<file path="src/rtl/conv_feature_serializer_pkg.sv">
// Shared types for the convolution feature serializer.
// Optional build macro: CONV_SER_RELU_EN (clamps negative features to zero).
package conv_ser_pkg;

  localparam int CONV_FILTERS  = 6;
  localparam int CONV_IN_WIDTH = 16;

  typedef logic signed [CONV_IN_WIDTH-1:0] feature_t;
  typedef feature_t feature_vec_t [CONV_FILTERS];

  typedef enum logic {
    ST_IDLE,
    ST_SEND
  } ser_state_t;

endpackage

</file>
<file path="src/rtl/conv_feature_serializer_feature_lop.sv">
// Round-and-saturate bit lopping for one feature channel.
// Optional build macro: CONV_SER_RELU_EN (negative inputs forced to zero first).
module feature_lop #(
  parameter int IN_WIDTH  = 16,
  parameter int OUT_WIDTH = 8,
  parameter int SHIFT     = 4
) (
  input  logic signed [IN_WIDTH-1:0]  din,
  output logic signed [OUT_WIDTH-1:0] dout
);

  localparam int W = IN_WIDTH + 1;
  localparam logic signed [W-1:0] RND =
    (SHIFT == 0) ? '0 : W'(1 << ((SHIFT == 0) ? 0 : SHIFT - 1));
  localparam logic signed [W-1:0] SAT_HI = W'((1 << (OUT_WIDTH - 1)) - 1);
`ifdef CONV_SER_RELU_EN
  localparam logic signed [W-1:0] SAT_LO = '0;
`else
  localparam logic signed [W-1:0] SAT_LO = ~SAT_HI;
`endif

  logic signed [W-1:0] ext;
  logic signed [W-1:0] rounded;
  logic signed [W-1:0] shifted;
  logic signed [W-1:0] sat;

  // Extend one bit so the rounding add cannot wrap, then shift and clamp
  always_comb begin
`ifdef CONV_SER_RELU_EN
    ext = din[IN_WIDTH-1] ? '0 : {1'b0, din};
`else
    ext = {din[IN_WIDTH-1], din};
`endif
    rounded = ext + RND;
    shifted = rounded >>> SHIFT;
    if (shifted > SAT_HI) begin
      sat = SAT_HI;
    end else if (shifted < SAT_LO) begin
      sat = SAT_LO;
    end else begin
      sat = shifted;
    end
    dout = OUT_WIDTH'(sat);
  end

endmodule

</file>
<file path="src/rtl/conv_feature_serializer.sv">
// Buffers conv feature vectors and streams lopped channels on valid/ready.
// Optional build macro: CONV_SER_RELU_EN (passed through to feature_lop).
module conv_feature_serializer
  import conv_ser_pkg::*;
#(
  parameter int NUM_FILTERS       = CONV_FILTERS,
  parameter int IN_WIDTH          = CONV_IN_WIDTH,
  parameter int OUT_WIDTH         = 8,
  parameter int SHIFT             = 4,
  parameter int DEPTH             = 4,
  parameter int VECTORS_PER_FRAME = 784
) (
  input  logic                           clk,
  input  logic                           rst_n,
  input  logic                           in_valid,
  input  logic signed [IN_WIDTH-1:0]     in_features [NUM_FILTERS],
  output logic                           in_ready,
  output logic                           m_valid,
  input  logic                           m_ready,
  output logic signed [OUT_WIDTH-1:0]    m_data,
  output logic [$clog2(NUM_FILTERS)-1:0] m_chan,
  output logic                           m_last,
  output logic                           overflow,
  output logic [1:0]                     led,
  output logic                           led_r,
  output logic                           led_g,
  output logic                           led_b
);

  localparam int AW = $clog2(DEPTH);
  localparam int PW = AW + 1;
  localparam int CW = $clog2(NUM_FILTERS);
  localparam int FW = (VECTORS_PER_FRAME > 4) ? $clog2(VECTORS_PER_FRAME) : 2;
  localparam logic [CW-1:0] LAST_CHAN  = CW'(NUM_FILTERS - 1);
  localparam logic [FW-1:0] LAST_FRAME = FW'(VECTORS_PER_FRAME - 1);

  logic signed [IN_WIDTH-1:0] mem [DEPTH][NUM_FILTERS];
  logic [PW-1:0]  wr_ptr, rd_ptr, count;
  logic           full, empty;
  logic           hs, pop, wr_en, drop;
  ser_state_t     state;
  logic [FW-1:0]  frame_cnt, frame_nx;
  logic           load, bypass, last_nx;
  logic [AW-1:0]  load_addr;
  logic [CW-1:0]  load_chan;
  logic signed [IN_WIDTH-1:0]  src_feature;
  logic signed [OUT_WIDTH-1:0] lop_out;

  assign count    = wr_ptr - rd_ptr;
  assign empty    = (count == '0);
  assign full     = (count == PW'(DEPTH));
  assign hs       = m_valid && m_ready;
  assign pop      = hs && (m_chan == LAST_CHAN);
  assign wr_en    = in_valid && (!full || pop);
  assign drop     = in_valid && full && !pop;

  assign in_ready = !full;
  assign led      = frame_cnt[1:0];
  assign led_r    = overflow;
  assign led_g    = !overflow;
  assign led_b    = !empty;

  // Frame position after any head pop this cycle
  always_comb begin
    frame_nx = frame_cnt;
    if (pop) begin
      frame_nx = (frame_cnt == LAST_FRAME) ? '0 : frame_cnt + 1'b1;
    end
  end

  // Pick the channel to load into the output register next.
  // After the final channel pops with a single entry buffered, the next
  // vector can only be arriving this same cycle, so take it straight from
  // the input instead of the memory slot it is being written into.
  always_comb begin
    load      = 1'b0;
    bypass    = 1'b0;
    load_addr = rd_ptr[AW-1:0];
    load_chan = '0;
    case (state)
      ST_IDLE: load = !empty;
      ST_SEND: begin
        if (hs) begin
          if (!pop) begin
            load      = 1'b1;
            load_chan = m_chan + 1'b1;
          end else if (count != PW'(1) || wr_en) begin
            load      = 1'b1;
            load_addr = rd_ptr[AW-1:0] + 1'b1;
            bypass    = (count == PW'(1));
          end
        end
      end
      default: load = 1'b0;
    endcase
    src_feature = bypass ? in_features[load_chan] : mem[load_addr][load_chan];
    last_nx     = (load_chan == LAST_CHAN) && (frame_nx == LAST_FRAME);
  end

  feature_lop #(
    .IN_WIDTH (IN_WIDTH),
    .OUT_WIDTH(OUT_WIDTH),
    .SHIFT    (SHIFT)
  ) u_lop (
    .din (src_feature),
    .dout(lop_out)
  );

  // Vector storage, written whole on an accepted input
  always_ff @(posedge clk) begin
    if (wr_en) begin
      for (int unsigned c = 0; c < NUM_FILTERS; c++) begin
        mem[wr_ptr[AW-1:0]][c] <= in_features[c];
      end
    end
  end

  // FIFO pointers, sticky overflow and frame counter
  always_ff @(posedge clk) begin
    if (!rst_n) begin
      wr_ptr    <= '0;
      rd_ptr    <= '0;
      overflow  <= 1'b0;
      frame_cnt <= '0;
    end else begin
      if (wr_en) wr_ptr <= wr_ptr + 1'b1;
      if (pop)   rd_ptr <= rd_ptr + 1'b1;
      if (drop)  overflow <= 1'b1;
      frame_cnt <= frame_nx;
    end
  end

  // Output FSM with registered channel, data and frame marker
  always_ff @(posedge clk) begin
    if (!rst_n) begin
      state   <= ST_IDLE;
      m_valid <= 1'b0;
      m_data  <= '0;
      m_chan  <= '0;
      m_last  <= 1'b0;
    end else begin
      case (state)
        ST_IDLE: begin
          if (load) begin
            state   <= ST_SEND;
            m_valid <= 1'b1;
            m_data  <= lop_out;
            m_chan  <= load_chan;
            m_last  <= last_nx;
          end
        end
        ST_SEND: begin
          if (hs) begin
            if (load) begin
              m_data <= lop_out;
              m_chan <= load_chan;
              m_last <= last_nx;
            end else begin
              state   <= ST_IDLE;
              m_valid <= 1'b0;
              m_last  <= 1'b0;
            end
          end
        end
        default: begin
          state   <= ST_IDLE;
          m_valid <= 1'b0;
        end
      endcase
    end
  end

endmodule
</file>
<file path="config.mk">
export PLATFORM = sky130hd
export DESIGN_NAME = conv_feature_serializer
export DESIGN_NICKNAME = d
export VERILOG_FILES = /design/src/rtl/conv_feature_serializer_pkg.sv /design/src/rtl/conv_feature_serializer_feature_lop.sv /design/src/rtl/conv_feature_serializer.sv
export SDC_FILE = /design/constraint.sdc
export NUM_CORES = 1
export LEC_CHECK = 0
export ABC_AREA = 1
export CAP_MARGIN = 20
export CELL_PAD_IN_SITES_DETAIL_PLACEMENT = 0
export CELL_PAD_IN_SITES_GLOBAL_PLACEMENT = 1
export CORE_MARGIN = 4
export CORE_UTILIZATION = 42
export CTS_CLUSTER_SIZE = 16
export DETAILED_ROUTE_END_ITERATION = 6
export HOLD_SLACK_MARGIN = 0.06
export PLACE_DENSITY = 0.83
export SKIP_CTS_REPAIR_TIMING = 1
export SLEW_MARGIN = 10
export SYNTH_ARGS = -nofsm -noshare
export SYNTH_HDL_FRONTEND = slang
export SYNTH_SLANG_ARGS = --single-unit
</file>
<file path="constraint.sdc">
create_clock -name clk -period 15.8 [get_ports clk]
set_input_delay 3.16 -clock clk [delete_from_list [all_inputs] [get_ports clk]]
set_output_delay 3.16 -clock clk [all_outputs]
set_load 0.05 [all_outputs]
</file>
# After elaboration in Yosys (flattened, before gate mapping)
# Memory sizes are Yosys's and may differ from the RTL's.
# Cells that the tools add are included.
[classes]
add_sub_neg = 7
order_cmp = 3
muxes = 45
bitwise = 2
reduce_logical = 15
n_eq_ne = 10
[ops]
columns = ["operator", "n"]
rows = [
  ["16-bit binary-select mux with 3-bit select", 2],
  ["16-bit 2-to-1 mux", 5],
  ["8-bit 2-to-1 mux", 4],
  ["10-bit equality test (second input constant)", 2],
  ["10-bit 2-to-1 mux", 2],
  ["16-bit by 5-bit adder with 17-bit output (second input constant)", 1],
  ["1-bit 2-to-1 mux", 17],
  ["8-bit case mux with 2 select lines", 1],
  ["3-bit 2-to-1 mux", 5],
  ["13-bit by 8-bit greater-than comparator with 1-bit output (second input constant)", 1],
  ["13-bit by 8-bit < comparator with 1-bit output (second input constant)", 1],
  ["10-bit by 1-bit adder with 10-bit output (second input constant)", 1],
  ["3-bit by 1-bit adder with 3-bit output (second input constant)", 3],
  ["3-bit equality test (second input constant)", 3],
  ["2-bit 2-to-1 mux", 4],
  ["1-bit case mux with 2 select lines", 4],
  ["1-bit logical AND", 6],
  ["2-bit inequality test (second input constant)", 3],
  ["3-bit case mux with 2 select lines", 1],
  ["4-bit greater-or-equal comparator (second input constant)", 1],
  ["1-bit zero test", 4],
  ["3-bit inverter with 4-bit output", 1],
  ["3-bit by 1-bit equality test with 1-bit output (second input constant)", 1],
  ["3-bit zero test", 1],
  ["other kinds (7)", 8],
]
[word_totals]
mem_bits_rw = 384
reg_bits = 31
word_cells = 92
n_memories = 1
out_inout_bits = 20
in_bits = 100
[memory_table]
columns = ["memory", "depth", "word_bits", "read_ports", "rd_clocked_by_memory_dff", "wr", "line", "source"]
rows = [
  ["mem", 4, 96, 1, 0, 1, "conv_feature_serializer.sv:37", "logic signed [IN_WIDTH-1:0] mem [DEPTH][NUM_FILTERS];"],
]

# Depth between registers and ports, before layout
# An unclocked memory read counts as a cell.
[depth]
depth_word = 22
ltp_mapped = 39
ltp_nobuf = 37

# Hierarchy
# Synthesis repeated with hierarchy kept, for this count alone.
[hier_totals]
hier_cells = 2134
area_unflattened_um2 = 19737.7
[modules_own_cells]
columns = ["mod", "cells_each", "area_per_inst_um2", "instances", "seq_area_each_um2"]
rows = [
  ["conv_feature_serializer", 2050, 19317.3, 1, 12151.7],
  ["feature_lop", 84, 420.4, 1, 0.0],
]

# Worst setup path after synthesis
# No wires, ideal clock.
[synth_timing]
path_type = "input -> register"
from = "in m_ready"
to = "reg wr_ptr[2]"
path_stages = 6
path_buffers = 0
required_ns = 15.707
setup_time_ns = 0.093
arrival_time_ns = 7.432
path_slack_ns = 8.275
cell_sequence = "nand4_4 -> nand4_1 -> nand2_1 -> nor2_1 -> o21ai_0 -> a21oi_1"
[synth_between]
elab_chain_cells = 4
[synth_lines]
columns = ["item", "line", "source"]
rows = [
  ["start, declared", "conv_feature_serializer.sv:19", "input logic m_ready,"],
  ["1-bit logical AND", "conv_feature_serializer.sv:52", "assign hs = m_valid && m_ready;"],
  ["1-bit logical AND", "conv_feature_serializer.sv:53", "assign pop = hs && (m_chan == LAST_CHAN);"],
  ["1-bit logical OR", "conv_feature_serializer.sv:54", "assign wr_en = in_valid && (!full || pop);"],
  ["1-bit logical AND", "conv_feature_serializer.sv:54", ""],
  ["end signal, assigned", "conv_feature_serializer.sv:126", "if (wr_en) wr_ptr <= wr_ptr + 1'b1;"],
  ["end, declared", "conv_feature_serializer.sv:38", "logic [PW-1:0] wr_ptr, rd_ptr, count;"],
]
# Every way passes these cells.
# A chain may end at the register's enable or synchronous reset.

# Final worst setup path
[layout_timing]
from = "in m_ready"
to = "reg m_data[1]"
[layout_between]
elab_chain_cells = 21
elab_cells_between_ends = 38
cone_classes = "add/sub: 1; order compare: 2; eq/ne: 1; mux: 27; bitwise: 1; reduce/logical: 5; memory: 1"
[layout_lines]
columns = ["item", "line", "source"]
rows = [
  ["1-bit logical AND *", "conv_feature_serializer.sv:52", ""],
  ["1-bit logical AND", "conv_feature_serializer.sv:53", ""],
  ["1-bit logical OR", "conv_feature_serializer.sv:54", ""],
  ["1-bit logical AND", "conv_feature_serializer.sv:54", ""],
  ["1-bit logical OR", "conv_feature_serializer.sv:87", "end else if (count != PW'(1) || wr_en) begin"],
  ["2-bit 2-to-1 mux", "conv_feature_serializer.sv:87", ""],
  ["2-bit 2-to-1 mux", "conv_feature_serializer.sv:84", "if (!pop) begin"],
  ["2-bit 2-to-1 mux", "conv_feature_serializer.sv:83", "if (hs) begin"],
  ["[5 not listed]", "n/a", ""],
  ["16-bit 2-to-1 mux", "conv_feature_serializer.sv:96", "src_feature = bypass ? in_features[load_chan] : mem[load_addr][load_chan];"],
  ["16-bit by 5-bit adder with 17-bit output", "conv_feature_serializer_feature_lop.sv:34", "rounded = ext + RND;"],
  ["13-bit by 8-bit < comparator with 1-bit output", "conv_feature_serializer_feature_lop.sv:38", "end else if (shifted < SAT_LO) begin"],
  ["8-bit 2-to-1 mux", "conv_feature_serializer_feature_lop.sv:38", ""],
  ["8-bit 2-to-1 mux", "conv_feature_serializer_feature_lop.sv:36", "if (shifted > SAT_HI) begin"],
  ["8-bit 2-to-1 mux", "conv_feature_serializer.sv:144, conv_feature_serializer.sv:154", ""],
  ["8-bit 2-to-1 mux", "conv_feature_serializer.sv:153", "if (hs) begin"],
  ["8-bit case mux with 2 select lines", "conv_feature_serializer.sv:142", "case (state)"],
  ["end signal, assigned", "conv_feature_serializer.sv:147", "m_data <= lop_out;"],
  ["end signal, assigned", "conv_feature_serializer.sv:155", "m_data <= lop_out;"],
  ["end, declared", "conv_feature_serializer.sv:20", "output logic signed [OUT_WIDTH-1:0] m_data,"],
]
# Every way passes the cells marked *; elsewhere a longest branch is shown, timed or not. The select of a mux whose other input is x is not followed.

==> metrics.cfg <==
[power]
power.density_nw_per_um2 = 115
ir_worst_vdd_mv = 0.0714
leakage_uw = 0.00682

[global_routing]
grt_first_pass_wirelength_um = 61200
gr-usage-met3_pct = 3.08
busiest_layer = met2
antenna_found_initial = 1
grt_max_degree = 86
grt_pass1_vias = 10700
overflow = 0
grt_use_met1_pct = 25.5
grt_use_total_pct = 19.2
grtUsageMet2_pct = 32.9

[floorplanning]
coreArea_um2 = 36500
std_cell_rows = 70
pin_count = 120
die_area_um2 = 40100
dieWidth_um = 200
floorplan.initialDensity_pct = 42.5
dieHeight_um = 200

[sta]
fin_skew_ps = 12.7
maxSlewViolCount = 0
finalSetupViolCount = 0
finalCritPeriodShare_pct = 49.7
maxSlewHeadroom_pct = 32.4
worst_slew_pin_slew_ps = 1010
hold_violations = 0
clock.fmax_mhz = 127
fin_tns_setup_ps = 0
finalCriticalPeriod_ps = 7850
rsz0062_at_grt = false
fin_ws_ps = 7950

[synth]
ys_seq_area_share_pct = 64.4
synthTopCellsByArea = edfxtp_1, nand2_1, nand3_1, dfxtp_1, inv_1
yosysTopAreaCell = edfxtp_1
synth_commonest_cells = nand2_1, edfxtp_1, nand3_1, inv_1, nor2_1
synth_edf_count = 312
syn_inst = 1522
syn_area_um2 = 15500
syn_area_per_cell_um2 = 10.2
synthDistinctLibCells = 42
synth-seq-cells = 343
synth_nets = 1633
synth_warnings = 0
synth_top_area_share_pct = 60.4
synth-main-ff-cell = edfxtp_1
yosysMostFrequentCell = nand2_1
async_reset_ff_share_pct = 0

[route]
wl_um = 39400
drtPass1Iterations = 5
dr_total_vias = 11000
vias_per_cell = 5.25
antenna_left = 0
wire_per_inst_um = 18.7
drc = 0
drt_iter0_markers = 951

[final_layout]
drive_above_1_share_pct = 7.59
area_growth_pct = 16.2
stdcell_count = 2102
final_area_um2 = 18000
fin_nets = 1717

[worst_setup_path]
cp-start-kind = input pin
critPathMaxFanout = 85
critPathMaxStageDelay_ps = 860
required_ps = 16210
r2r_cells = 26
crit_path_end_kind = flop
cp.arrival_ps = 8260
cp_slowest_cell = buf_4
path_class = in2reg
cp_common_cell = nand2_1

[clock_network]
cts_max_level = 2
clock_latency_ps = 510
clockRootBuffer = clkbuf_16
cts_tree = yes
cts.sinks = 343
clockBufferDepth = 3
clkTransAtPathRegs_ps = 60
cts_buffers = 38

[placement]
place_congestion = 0.801
placed_cells = 2034
dp_hpwl_um = 23300
dp_slack_ps = 7390
io_buffer_count = 101
postPlaceCellArea_um2 = 16800

[job]
maxCapViolCount = 0

[hold_path]
hold_depth = 1
min_path_type = reg2reg

[run_status]
outcome = finished clean

## final timing paths
path,startpoint,endpoint,slack (ps)
max reg2reg,m_chan[0]$_SDFFE_PN0P_,m_data[1]$_SDFFE_PN0P_,9840
min reg2reg,wr_ptr[2]$_SDFFE_PN0P_,wr_ptr[2]$_SDFFE_PN0P_,480
min,wr_ptr[2]$_SDFFE_PN0P_,wr_ptr[2]$_SDFFE_PN0P_,480
max,m_ready,m_data[1]$_SDFFE_PN0P_,7950
## area by class of cell
cell class | count | area [um^2]
inverter | 112 | 420
antenna | 1 | 2.50
multi-input combinational | 991 | 4650
fill | 3214 | 18500
clock inverter | 21 | 205
clock buffer | 46 | 1000
tap | 468 | 586
timing repair buffer | 120 | 1150
sequential | 343 | 9990
## critical path: cells and delay by family
kind                       cells  cell delay (ps)
and+or+nand+nor               20             3210
buffers and inverters          5             1600
adders and majority gates      1              170
## routing by layer
layer  wire length (um)  vias to the layer above  part of all wire (%)
met5                 13                        -                 0.033
met4                998                        2                   2.5
met3               2730                       69                   6.9
met2              19200                      364                    49
met1              16400                     5250                    42
li1                   -                     5357                     -
## power by group
| part | switching, uW | internal [uW] | leakage [uW] |
|---|---|---|---|
| Combinational | 110 | 55.4 | 0.00311 |
| Sequential | 12.0 | 1040 | 0.00312 |
| Clock | 341 | 516 | 0.000595 |
## metrics by stage
| stage | utilization, % | hold slack [ps] | total power (uW) |
|---|---|---|---|
| after floorplan | - | 443 | 1160 |
| after global placement | 46.0 | 460 | 1230 |
| after global routing | 49.3 | 516 | 2150 |
| final | 49.3 | 480 | 2070 |
| after CTS | 49.3 | 479 | 2090 |
| after detailed placement | 46.0 | 471 | 1230 |
## logic make-up (layout without fill, tap and decap cells)
kind of cell,Yosys count,after routing,share of synthesized area (%)
AND/OR/NAND/NOR,878,878,24.7
AO/OA/AOI/OAI,94,94,3.54
XOR/XNOR,8,8,0.452
flip-flops,343,343,64.4
adder cells (fa/ha/maj),11,11,0.936
buffers and inverters,188,299,5.89
other,0,1,0
## registers in the layout, summed over array words and instances (netlist names)
| name | cells |
|---|---|
| led_r | 1 |
| frame_cnt | 10 |
| mem | 312 |
| m_data | 8 |
| m_last | 1 |
| wr_ptr | 3 |
| rd_ptr | 3 |
| m_chan | 3 |
| state | 1 |
| m_valid | 1 |
## layout by cell type (no fill, tap or decap), types with 8 or more instances in the layout
cell type | synthesis | layout
nor2_1 | 61 | 57
edfxtp_1 | 312 | 312
o21ai_0 | 42 | 42
nand4_1 | 9 | 9
o21ai_1 | 8 | 8
inv_2 | 10 | 10
nand3_1 | 265 | 265
ha_1 | 10 | 10
clkdlybuf4s50_1 | 0 | 101
clkbuf_16 | 0 | 39
a21oi_1 | 16 | 16
clkinv_2 | 0 | 8
nor2_4 | 6 | 11
o211ai_1 | 10 | 10
nand2_2 | 15 | 13
inv_1 | 101 | 101
buf_4 | 25 | 19
dfxtp_1 | 31 | 31
nand2_1 | 501 | 501
Note: power is estimated with default switching activity, not from simulation.
